`src/rtl/emif_rd_launch_if.sv`:
```
// EMIF read-launch bundle: external strobe pins, the internal
// read req/ack handshake and the pad-side launch outputs.
interface emif_rd_launch_if #(
   parameter int DATA_WIDTH = 16,
   parameter int ADDR_WIDTH = 12
);
   logic                  emif_cs_n;
   logic                  emif_oe_n;
   logic [ADDR_WIDTH-1:0] emif_addr;
   logic                  rd_req;
   logic [ADDR_WIDTH-1:0] rd_addr;
   logic                  rd_ack;
   logic [DATA_WIDTH-1:0] rd_data;
   logic [DATA_WIDTH-1:0] data_out;
   logic                  data_oe;
   logic                  timeout_err;

   modport master (
      input  emif_cs_n, emif_oe_n, emif_addr,
      input  rd_ack, rd_data,
      output rd_req, rd_addr,
      output data_out, data_oe, timeout_err
   );

   modport slave (
      output emif_cs_n, emif_oe_n, emif_addr,
      output rd_ack, rd_data,
      input  rd_req, rd_addr,
      input  data_out, data_oe, timeout_err
   );
endinterface

```
`src/rtl/emif_rd_launch.sv`:
```
// Read-data launch stage: syncs the EMIF read strobe, fetches the
// word over req/ack and drives it for strobe plus hold time.
module emif_rd_launch #(
   parameter int DATA_WIDTH     = 16,
   parameter int ADDR_WIDTH     = 12,
   parameter int SYNC_STAGES    = 2,
   parameter int HOLD_CYCLES    = 2,
   parameter int TIMEOUT_CYCLES = 63
) (
   input  logic              clk,
   input  logic              rst,
   emif_rd_launch_if.master  bus
);
   localparam int TW_RAW = $clog2(TIMEOUT_CYCLES + 1);
   localparam int TW     = (TW_RAW < 1) ? 1 : TW_RAW;
   localparam int HW_RAW = $clog2(HOLD_CYCLES + 1);
   localparam int HW     = (HW_RAW < 1) ? 1 : HW_RAW;

   localparam logic [TW-1:0] T_MAX  = TW'(TIMEOUT_CYCLES);
   localparam logic [HW-1:0] H_LOAD = HW'(HOLD_CYCLES);
   localparam logic [HW-1:0] H_ONE  = HW'(1);

   typedef enum logic [1:0] {
      IDLE,
      REQ,
      DRIVE,
      HOLD
   } state_t;

   state_t state, state_n;

   logic [SYNC_STAGES-1:0] cs_sync, oe_sync, vld;
   logic                   oe_d, armed;
   logic                   cs_s, oe_s, start, stop;

   logic [TW-1:0]         tcnt, tcnt_n;
   logic [HW-1:0]         hcnt, hcnt_n;
   logic                  req_q, req_n;
   logic [ADDR_WIDTH-1:0] addr_q, addr_n;
   logic [DATA_WIDTH-1:0] dout_q, dout_n;
   logic                  oe_q, oe_n;
   logic                  terr_q, terr_n;

   assign cs_s = cs_sync[SYNC_STAGES-1];
   assign oe_s = oe_sync[SYNC_STAGES-1];

   // After reset the chain reads 1, which would fake a falling edge if
   // the strobe is already low; a real high level must be seen first.
   assign start = armed & ~cs_s & ~oe_s & oe_d;
   assign stop  = oe_s | cs_s;

   always_ff @(posedge clk or posedge rst) begin
      if (rst) begin
         cs_sync <= '1;
         oe_sync <= '1;
         vld     <= '0;
         oe_d    <= 1'b1;
         armed   <= 1'b0;
      end else begin
         cs_sync <= {cs_sync[SYNC_STAGES-2:0], bus.emif_cs_n};
         oe_sync <= {oe_sync[SYNC_STAGES-2:0], bus.emif_oe_n};
         vld     <= {vld[SYNC_STAGES-2:0], 1'b1};
         oe_d    <= oe_s;
         armed   <= armed | (vld[SYNC_STAGES-1] & oe_s);
      end
   end

   always_ff @(posedge clk or posedge rst) begin
      if (rst) begin
         state  <= IDLE;
         tcnt   <= '0;
         hcnt   <= '0;
         req_q  <= 1'b0;
         addr_q <= '0;
         dout_q <= '0;
         oe_q   <= 1'b0;
         terr_q <= 1'b0;
      end else begin
         state  <= state_n;
         tcnt   <= tcnt_n;
         hcnt   <= hcnt_n;
         req_q  <= req_n;
         addr_q <= addr_n;
         dout_q <= dout_n;
         oe_q   <= oe_n;
         terr_q <= terr_n;
      end
   end

   always_comb begin
      state_n = state;
      tcnt_n  = tcnt;
      hcnt_n  = hcnt;
      req_n   = req_q;
      addr_n  = addr_q;
      dout_n  = dout_q;
      oe_n    = oe_q;
      terr_n  = 1'b0;
      unique case (state)
         IDLE: begin
            if (start) begin
               addr_n  = bus.emif_addr;
               req_n   = 1'b1;
               tcnt_n  = '0;
               state_n = REQ;
            end
         end
         REQ: begin
            if (tcnt != T_MAX) tcnt_n = tcnt + 1'b1;
            if (bus.rd_ack) begin
               dout_n  = bus.rd_data;
               oe_n    = 1'b1;
               req_n   = 1'b0;
               state_n = DRIVE;
            end else if (stop) begin
               req_n   = 1'b0;
               state_n = IDLE;
            end else if (tcnt >= T_MAX - 1'b1) begin
               dout_n  = '0;
               oe_n    = 1'b1;
               req_n   = 1'b0;
               terr_n  = 1'b1;
               state_n = DRIVE;
            end
         end
         DRIVE: begin
            if (stop) begin
               if (HOLD_CYCLES == 0) begin
                  oe_n    = 1'b0;
                  state_n = IDLE;
               end else begin
                  hcnt_n  = H_LOAD;
                  state_n = HOLD;
               end
            end
         end
         HOLD: begin
            if (start) begin
               addr_n  = bus.emif_addr;
               req_n   = 1'b1;
               tcnt_n  = '0;
               state_n = REQ;
            end else begin
               if (hcnt != '0) hcnt_n = hcnt - 1'b1;
               if (hcnt <= H_ONE) begin
                  oe_n    = 1'b0;
                  state_n = IDLE;
               end
            end
         end
         default: state_n = IDLE;
      endcase
   end

   assign bus.rd_req      = req_q;
   assign bus.rd_addr     = addr_q;
   assign bus.data_out    = dout_q;
   assign bus.data_oe     = oe_q;
   assign bus.timeout_err = terr_q;
endmodule

```
`src/flat_wrapper.sv`:
```
// flat-port wrapper written by rule: the top's interface ports become plain ports
module emif_rd_launch_flat 
#(
   parameter int DATA_WIDTH     = 16,
   parameter int ADDR_WIDTH     = 12,
   parameter int SYNC_STAGES    = 2,
   parameter int HOLD_CYCLES    = 2,
   parameter int TIMEOUT_CYCLES = 63
)
  (clk, rst, bus_emif_cs_n, bus_emif_oe_n, bus_emif_addr, bus_rd_ack, bus_rd_data, bus_rd_req, bus_rd_addr, bus_data_out, bus_data_oe, bus_timeout_err);
  emif_rd_launch_if #(.DATA_WIDTH(DATA_WIDTH), .ADDR_WIDTH(ADDR_WIDTH)) bus_i ();
  input  logic clk;
  input  logic rst;
  input wire logic [$bits(bus_i.emif_cs_n)-1:0] bus_emif_cs_n;
  input wire logic [$bits(bus_i.emif_oe_n)-1:0] bus_emif_oe_n;
  input wire logic [$bits(bus_i.emif_addr)-1:0] bus_emif_addr;
  input wire logic [$bits(bus_i.rd_ack)-1:0] bus_rd_ack;
  input wire logic [$bits(bus_i.rd_data)-1:0] bus_rd_data;
  output wire logic [$bits(bus_i.rd_req)-1:0] bus_rd_req;
  output wire logic [$bits(bus_i.rd_addr)-1:0] bus_rd_addr;
  output wire logic [$bits(bus_i.data_out)-1:0] bus_data_out;
  output wire logic [$bits(bus_i.data_oe)-1:0] bus_data_oe;
  output wire logic [$bits(bus_i.timeout_err)-1:0] bus_timeout_err;
  assign bus_i.emif_cs_n = bus_emif_cs_n;
  assign bus_i.emif_oe_n = bus_emif_oe_n;
  assign bus_i.emif_addr = bus_emif_addr;
  assign bus_i.rd_ack = bus_rd_ack;
  assign bus_i.rd_data = bus_rd_data;
  assign bus_rd_req = bus_i.rd_req;
  assign bus_rd_addr = bus_i.rd_addr;
  assign bus_data_out = bus_i.data_out;
  assign bus_data_oe = bus_i.data_oe;
  assign bus_timeout_err = bus_i.timeout_err;
  emif_rd_launch #(.DATA_WIDTH(DATA_WIDTH), .ADDR_WIDTH(ADDR_WIDTH), .SYNC_STAGES(SYNC_STAGES), .HOLD_CYCLES(HOLD_CYCLES), .TIMEOUT_CYCLES(TIMEOUT_CYCLES)) u_core (.clk(clk), .rst(rst), .bus(bus_i));
endmodule
```
`config.mk`:
```
export PLATFORM = sky130hd
export DESIGN_NAME = emif_rd_launch_flat
export DESIGN_NICKNAME = d
export VERILOG_FILES = /design/src/rtl/emif_rd_launch_if.sv /design/src/rtl/emif_rd_launch.sv /design/src/flat_wrapper.sv
export SDC_FILE = /design/constraint.sdc
export NUM_CORES = 1
export LEC_CHECK = 0
export CORE_UTILIZATION = 30
export CTS_BUF_LIST = sky130_fd_sc_hd__clkbuf_8
export CTS_CLUSTER_DIAMETER = 120
export DETAILED_ROUTE_END_ITERATION = 8
export GPL_ROUTABILITY_DRIVEN = 0
export PLACE_DENSITY = 0.6
export SETUP_SLACK_MARGIN = 0.4
export SYNTH_ARGS = -nofsm -noshare
export SYNTH_HDL_FRONTEND = slang
export SYNTH_SLANG_ARGS = --single-unit
```
`constraint.sdc`:
```
create_clock -name clk -period 2.9 [get_ports clk]
set_input_delay 0.725 -clock clk [delete_from_list [all_inputs] [get_ports clk]]
set_output_delay 0.725 -clock clk [all_outputs]
set_load 0.02 [all_outputs]
```
==> results of run 1 <==
==> how the worst max path moves through the flow <==
stage                                            end      startpoint
after floorplan           asynchronous set/reset pin             rst
after global placement        u_core.bus.data_out[1]      bus_rd_ack
after detailed placement      u_core.bus.data_out[9]      bus_rd_ack
after CTS                     u_core.bus.data_out[6]  u_core.tcnt[0]
after global routing         u_core.bus.data_out[15]  u_core.tcnt[0]
final                         u_core.bus.data_out[3]  u_core.tcnt[0]
==> critical path, delay by kind of cell, from the launching register on <==
kind	cells	cell delay, ns
buffers and inverters	1	0.06
adder cells (fa/ha/maj)	1	0.18
AO/OA/AOI/OAI	2	0.50
AND/OR/NAND/NOR	2	0.80
flip-flops	1	0.43
==> power by group through the flow <==
stage               clock network, mW  logic [mW]  registers [mW]
floorplan                           0       0.584            1.35
global placement                    0        1.37            1.13
detailed placement                  0        1.38            1.13
CTS                             0.406        1.39            1.12
global route                    0.435        1.48            1.15
finish                          0.381        1.37            1.11
==> cell usage in the layout, fill, tap and decap left out, drive strengths merged, types with 2 or more instances in the layout <==
cell / synthesis / routed
dfstp: 5 / 5
a31oi: 2 / 2
clkbuf: 3 / 5
a22o: 18 / 18
clkdlybuf4s50: 0 / 63
dfrtp: 44 / 44
o21ai: 9 / 9
o31ai: 2 / 2
nand2: 9 / 9
mux2i: 3 / 3
clkinv: 0 / 2
buf: 4 / 3
o211ai: 3 / 3
nor2: 5 / 5
a21boi: 3 / 3
or4: 2 / 2
nand3: 2 / 2
mux2: 13 / 13
ha: 9 / 9
a21oi: 4 / 4
inv: 10 / 10
==> sequential cells by signal, summed over array words and instances, names as in the netlist, 2 cells and up, named ones only <==
name,cells
u_core.bus.data_out,16
u_core.bus.rd_addr,12
u_core.cs_sync,2
u_core.hcnt,2
u_core.oe_sync,2
u_core.tcnt,6
u_core.vld,2
==> final cells by class <==
cell class	instances	area, sq um	area share [%]
timing repair buffer	66	653	22.0
inverter	10	37.5	1.26
sequential	49	1230	41.4
clock buffer	5	68.8	2.31
tap	96	120	4.04
clock inverter	3	17.5	0.589
multi-input combinational	104	845	28.4
==> cell families after synthesis <==
logic type               after synthesis  synth area share (%)
buffers and inverters                 17                  3.43
other                                  1                 0.174
AO/OA/AOI/OAI                         48                  17.4
AND/OR/NAND/NOR                       30                  8.26
adder cells (fa/ha/maj)                9                  5.24
flip-flops                            49                  57.3
multiplexers                          16                  8.20
==> per-layer routing <==
| metal | vias up | routed length [um] |
|---|---|---|
| met1 | 738 | 2000 |
| li1 | 748 | - |
| met2 | 42 | 1940 |
| met4 | 0 | 26 |
| met3 | 2 | 236 |
| met5 | - | 0 |
==> impl_results.md, run 1 <==
- RSZ-0062 raised after global routing: no
- GRT Util Overall: 11.9%
- Num ports: 64
- Clock power frac: 13.3%
- Max clock buf depth: 2
- Post-layout util: 43.3%
- CTS root buf: clkbuf_8
- Synth async-reset ratio: 100%
- First-pass GRT wire length: 6.94 mm
- Iter 0 DRT Violations: 66
- Post-CTS setup buffers: 0
- Leading area contributor after synthesis: dfrtp_1
- Met3 Use GR: 3.33%
- Internal power: 1.80 mW
- Clock-pin slew on the worst setup and hold paths: 0.09 ns
- WL final: 4.20 mm
- Hold Startpoint: u_core.oe_sync[0]
- Vias per cell: 4.59
- RR Endpoint: u_core.bus.data_out[3]
- Largest cells by area after synthesis: dfrtp_1 (51%), a22o_1 (7.3%), mux2_1 (6.8%)
- Antenna Cells: 0
- Cell Area, Placed: 0.00289 sq mm
- Reg power frac: 38.9%
- Fraction of layout cells with a size suffix above 1: 8.44%
- Worst hold path class: flip-flop to flip-flop
- # hold bufs at CTS: 0
- Die area: 0.00751 sq mm
- Wire length per cell: 12.6 um
- Initial antenna violation count: 0
- Maximum number of pins on one net before global-route repair: 29
- Syn. warnings: 0
- Setup violators final: 0
- CP arrival: 2.27 ns
- Most common cell in the synthesized netlist: dfrtp_1
- Min setup slack post-route: 0.866 ns
- Hold slack: 0.358 ns
- Max Cap Violations: 0
- Switching Fraction: 37.1%
- Place WS: 0.571 ns
- NetSw: 1.06 mW
- Worst Tran Pin Value: 0.633 ns
- Grt ovf: 0
- Via count: 1,530
- Port bufs: 63
- Total Power: 2.86 mW
- Residual DRC: 0
- Crit end category: flip-flop
- Crit-path max FO: 16
- Clk sink count: 49
- Combinational power share: 47.7%
- Synth cell count leaders: dfrtp_1 (44), a22o_1 (18), mux2_1 (13)
- Initial DRT Pass Iterations: 4
- Met2 Use GR: 20.1%
- Post-synth EDFFs: 0
- Largest stage delay, worst path: 0.55 ns
- Final Skew: 0.00662 ns
- Static Leak: 1.26 nW
- Critical path class: flip-flop to flip-flop
- Flop2flop setup slack: 0.87 ns
- Global Route met1 Usage: 14.7%
- CTS resizes: 0
- Distinct cell type count after synthesis: 42
- R2r startpoint: u_core.tcnt[0]
- Number of fillers in the final layout: 643
- Final HPWL DP: 3.08 mm
- Synthesized net count: 212
- Top Usage Layer GRT: met2
- Worst skew pair latency: 0.29 ns
- Hold Crit Depth: 0
- Main synth FF type: dfrtp_1
- Core Region: 0.00687 sq mm
- Peak VDD IR: 0.421 mV
- Fin area: 0.00297 sq mm
- Final hold viol count: 0
- CP Cell Sequence: inv_1 -> ha_1 -> or2_1 -> a31oi_1 -> nand2b_1 -> a22o_1
- CP startpoint kind: flip-flop
- Starting Density: 31.3%
- Worst rel slew slack: 57.8%
- Htree depth: 2
- Non-filler cells, final: 333
- Critical path's slowest cell: nand2b_1
- Synth top area share: 51.2%
- Number of global-route vias before repair: 1,503
- CTS tree: done
- Placed Instances: 325
- Die X: 86.7 um
- Power Density: 962 mW/mm^2
- Sequential area share after synthesis: 57.3%
- Min Tclk post-route: 2.03 ns
- Mapped Avg Cell Area: 12.7 sq um
- Cells after Synth: 170
- ANT nets after route: 0
- Final Cycle Share: 70.1%
- Fin Setup TNS: 0 ns
- Hold path endpoint: u_core.oe_sync[1]
- CTS Buf Count: 5
- Synthesis-to-finish area growth: 38.3%
- Die Ht: 86.7 um
- Status: finished clean
- Fin. max-slew vios: 0
- Register-to-Register Path Depth: 6
- Row count: 30
- Flops & latches, synth: 49
- Post-Syn Area: 0.00215 sq mm
- Nets: 278
- F_max: 492 MHz
- CP required: 3.13 ns
(Power assumes the default switching activity.)
==> run 2, diff against run 1 <==
==> constraint.sdc (replaced) <==
create_clock -name clk -period 2 [get_ports clk]
set_input_delay 0.5 -clock clk [delete_from_list [all_inputs] [get_ports clk]]
set_output_delay 0.5 -clock clk [all_outputs]
set_load 0.02 [all_outputs]
==> run 2 against run 1 <==
  * Register-to-register slack lost 0.48 ns
  * Design area is 8.8% higher
  * First-iteration DRC count grew 9.1%
  * Total power up 60%
  * Critical path type unchanged
  * Largest cell class unchanged
==> impl_results.md, run 2 (synthesis results as in run 1) <==
- Flop2flop setup slack: 0.39 ns (was 0.87 ns)
- Crit end category: flip-flop (unchanged)
- Placed Instances: 327 (was 325)
- Final HPWL DP: 3.25 mm (was 3.08 mm)
- Nets: 297 (was 278)
- Number of global-route vias before repair: 1,589 (was 1,503)
- Global Route met1 Usage: 17.2% (was 14.7%)
- Wire length per cell: 13.7 um (was 12.6 um)
- Maximum number of pins on one net before global-route repair: 41 (was 29)
- CTS root buf: clkbuf_8 (unchanged)
- Crit-path max FO: 5 (was 16)
- Clk sink count: 49 (unchanged)
- Residual DRC: 0 (unchanged)
- Final Cycle Share: 80.7% (was 70.1%)
- Total Power: 4.57 mW (was 2.86 mW)
- Max reg flops: 16 (unchanged)
- Most common cell after layout, fill and taps aside: dfrtp_1 (was clkdlybuf4s50_1)
- Initial antenna violation count: 0 (unchanged)
- Max clock buf depth: 2 (unchanged)
- CTS tree: done (unchanged)
- ANT nets after route: 0 (unchanged)
- Die area: 0.00751 sq mm (unchanged)
- Critical path's slowest cell: dfstp_2 (was nand2b_1)
- Starting Density: 31.3% (unchanged)
- Status: finished clean (unchanged)
- RSZ-0062 raised after global routing: yes (was no)
- Iter 0 DRT Violations: 72 (was 66)
- CTS Buf Count: 5 (unchanged)
- Clock-pin slew on the worst setup and hold paths: 0.09 ns (about the same)
- Static Leak: 1.46 nW (was 1.26 nW)
- Met3 Use GR: 3.24% (was 3.33%)
- First-pass GRT wire length: 7.69 mm (was 6.94 mm)
- CP arrival: 1.81 ns (was 2.27 ns)
- Antenna Cells: 0 (unchanged)
- Non-filler cells, final: 352 (was 333)
- Fin. max-slew vios: 0 (unchanged)
- Peak VDD IR: 0.512 mV (was 0.421 mV)
- Critical path class: flip-flop to flip-flop (unchanged)
- CP Cell Sequence: and4bb_4 -> buf_4 -> nor2_4 -> mux2_4 -> a22o_1 (was inv_1 -> ha_1 -> or2_1 -> a31oi_1 -> nand2b_1 -> a22o_1)
- Most frequent cells in the layout: dfrtp_1 (43), clkdlybuf4s50_1 (32), dlygate4sd2_1 (30) (was clkdlybuf4s50_1 (63), dfrtp_1 (44), a22o_1 (18))
- Met2 Use GR: 22.3% (was 20.1%)
- WL final: 4.84 mm (was 4.20 mm)
- GRT Util Overall: 13.4% (was 11.9%)
- # hold bufs at CTS: 0 (unchanged)
- Synthesis-to-finish area growth: 50.4% (was 38.3%)
- Via count: 1,638 (was 1,530)
- Final Skew: 0.00575 ns (was 0.00662 ns)
- Max Cap Violations: 0 (unchanged)
- Fraction of layout cells with a size suffix above 1: 22.7% (was 8.44%)
- Worst hold path class: flip-flop to flip-flop (unchanged)
- Initial DRT Pass Iterations: 4 (unchanged)
- Vias per cell: 4.65 (was 4.59)
- Worst skew pair latency: 0.30 ns (was 0.29 ns)
- Die Ht: 86.7 um (unchanged)
- Htree depth: 2 (unchanged)
- Final hold viol count: 0 (unchanged)
- Min Tclk post-route: 1.61 ns (was 2.03 ns)
- Port bufs: 63 (unchanged)
- Setup violators final: 0 (unchanged)
- Die X: 86.7 um (unchanged)
- CP required: 2.20 ns (was 3.13 ns)
- Row count: 30 (unchanged)
- Core Region: 0.00687 sq mm (unchanged)
- Largest stage delay, worst path: 0.57 ns (was 0.55 ns)
- Grt ovf: 0 (unchanged)
- Num ports: 64 (unchanged)
- Fin Setup TNS: 0 ns (unchanged)
- Top Usage Layer GRT: met2 (unchanged)
- F_max: 620 MHz (was 492 MHz)
- Power Density: 1410 mW/mm^2 (was 962 mW/mm^2)
- CP startpoint kind: flip-flop (unchanged)
-- run 2: layout make-up --
type | instances | area, sq um
Multi-Input combinational cell | 104 | 940
Timing Repair Buffer | 85 | 786
Inverter | 10 | 43.8
Fill cell | 654 | 3630
Tap cell | 96 | 120
Clock buffer | 5 | 68.8
Sequential cell | 49 | 1230
Clock inverter | 3 | 42.5
-- run 2: layer usage --
metal / vias to the layer above / part of all wire [%]
li1: 794 / -
met1: 792 / 46
met2: 46 / 49
met3: 6 / 4.6
met4: 0 / 1.0
met5: - / 0
-- run 2: worst max-delay path: cells and delay by family, from the launching register on --
kind	cells	cell delay (ns)
flops	1	0.57
compound gates	1	0.17
buf+inv	1	0.15
simple gates	2	0.31
mux	1	0.31
-- run 2: final timing paths --
| check | start | endpoint | cells after the start |
|---|---|---|---|
| min in group asynchronous | rst | u_core.bus.rd_addr[9] | 2 |
| worst min-delay path | u_core.vld[0] | u_core.vld[1] | 0 |
| worst max register to register | u_core.oe_sync[1] | u_core.hcnt[0] | 5 |
| max in group asynchronous | rst | u_core.cs_sync[1] | 3 |
| worst min register to register | u_core.vld[0] | u_core.vld[1] | 0 |
| worst max-delay path | u_core.oe_sync[1] | u_core.hcnt[0] | 5 |
-- run 2: metrics by stage --
step / util (%) / cell area, sq um / hold slack, ns / setup WS [ns]
CTS: 45.7 / 3140 / 0.357 / 0.321
global placement: 42.6 / 2930 / 0.332 / 0.168
finish: 47.1 / 3230 / 0.353 / 0.386
global route: 47.1 / 3230 / 0.362 / 0.322
floorplan: - / 2180 / 0.331 / 0.344
detailed placement: 42.6 / 2930 / 0.335 / 0.142
-- run 2: where the power goes --
group / switching, mW / internal, mW
sequential: 0.228 / 1.37
combinational: 1.16 / 1.11
clock: 0.331 / 0.371
-- run 2: repair_timing --
| action | 4_1_cts | 5_1_grt |
|---|---|---|
| gates resized for setup | 44 | 13 |
| pin swaps | 7 | 12 |
| cloned | 1 | 0 |
| buffers inserted | 10 | 6 |
| setup endpoints to repair | 66 | 38 |
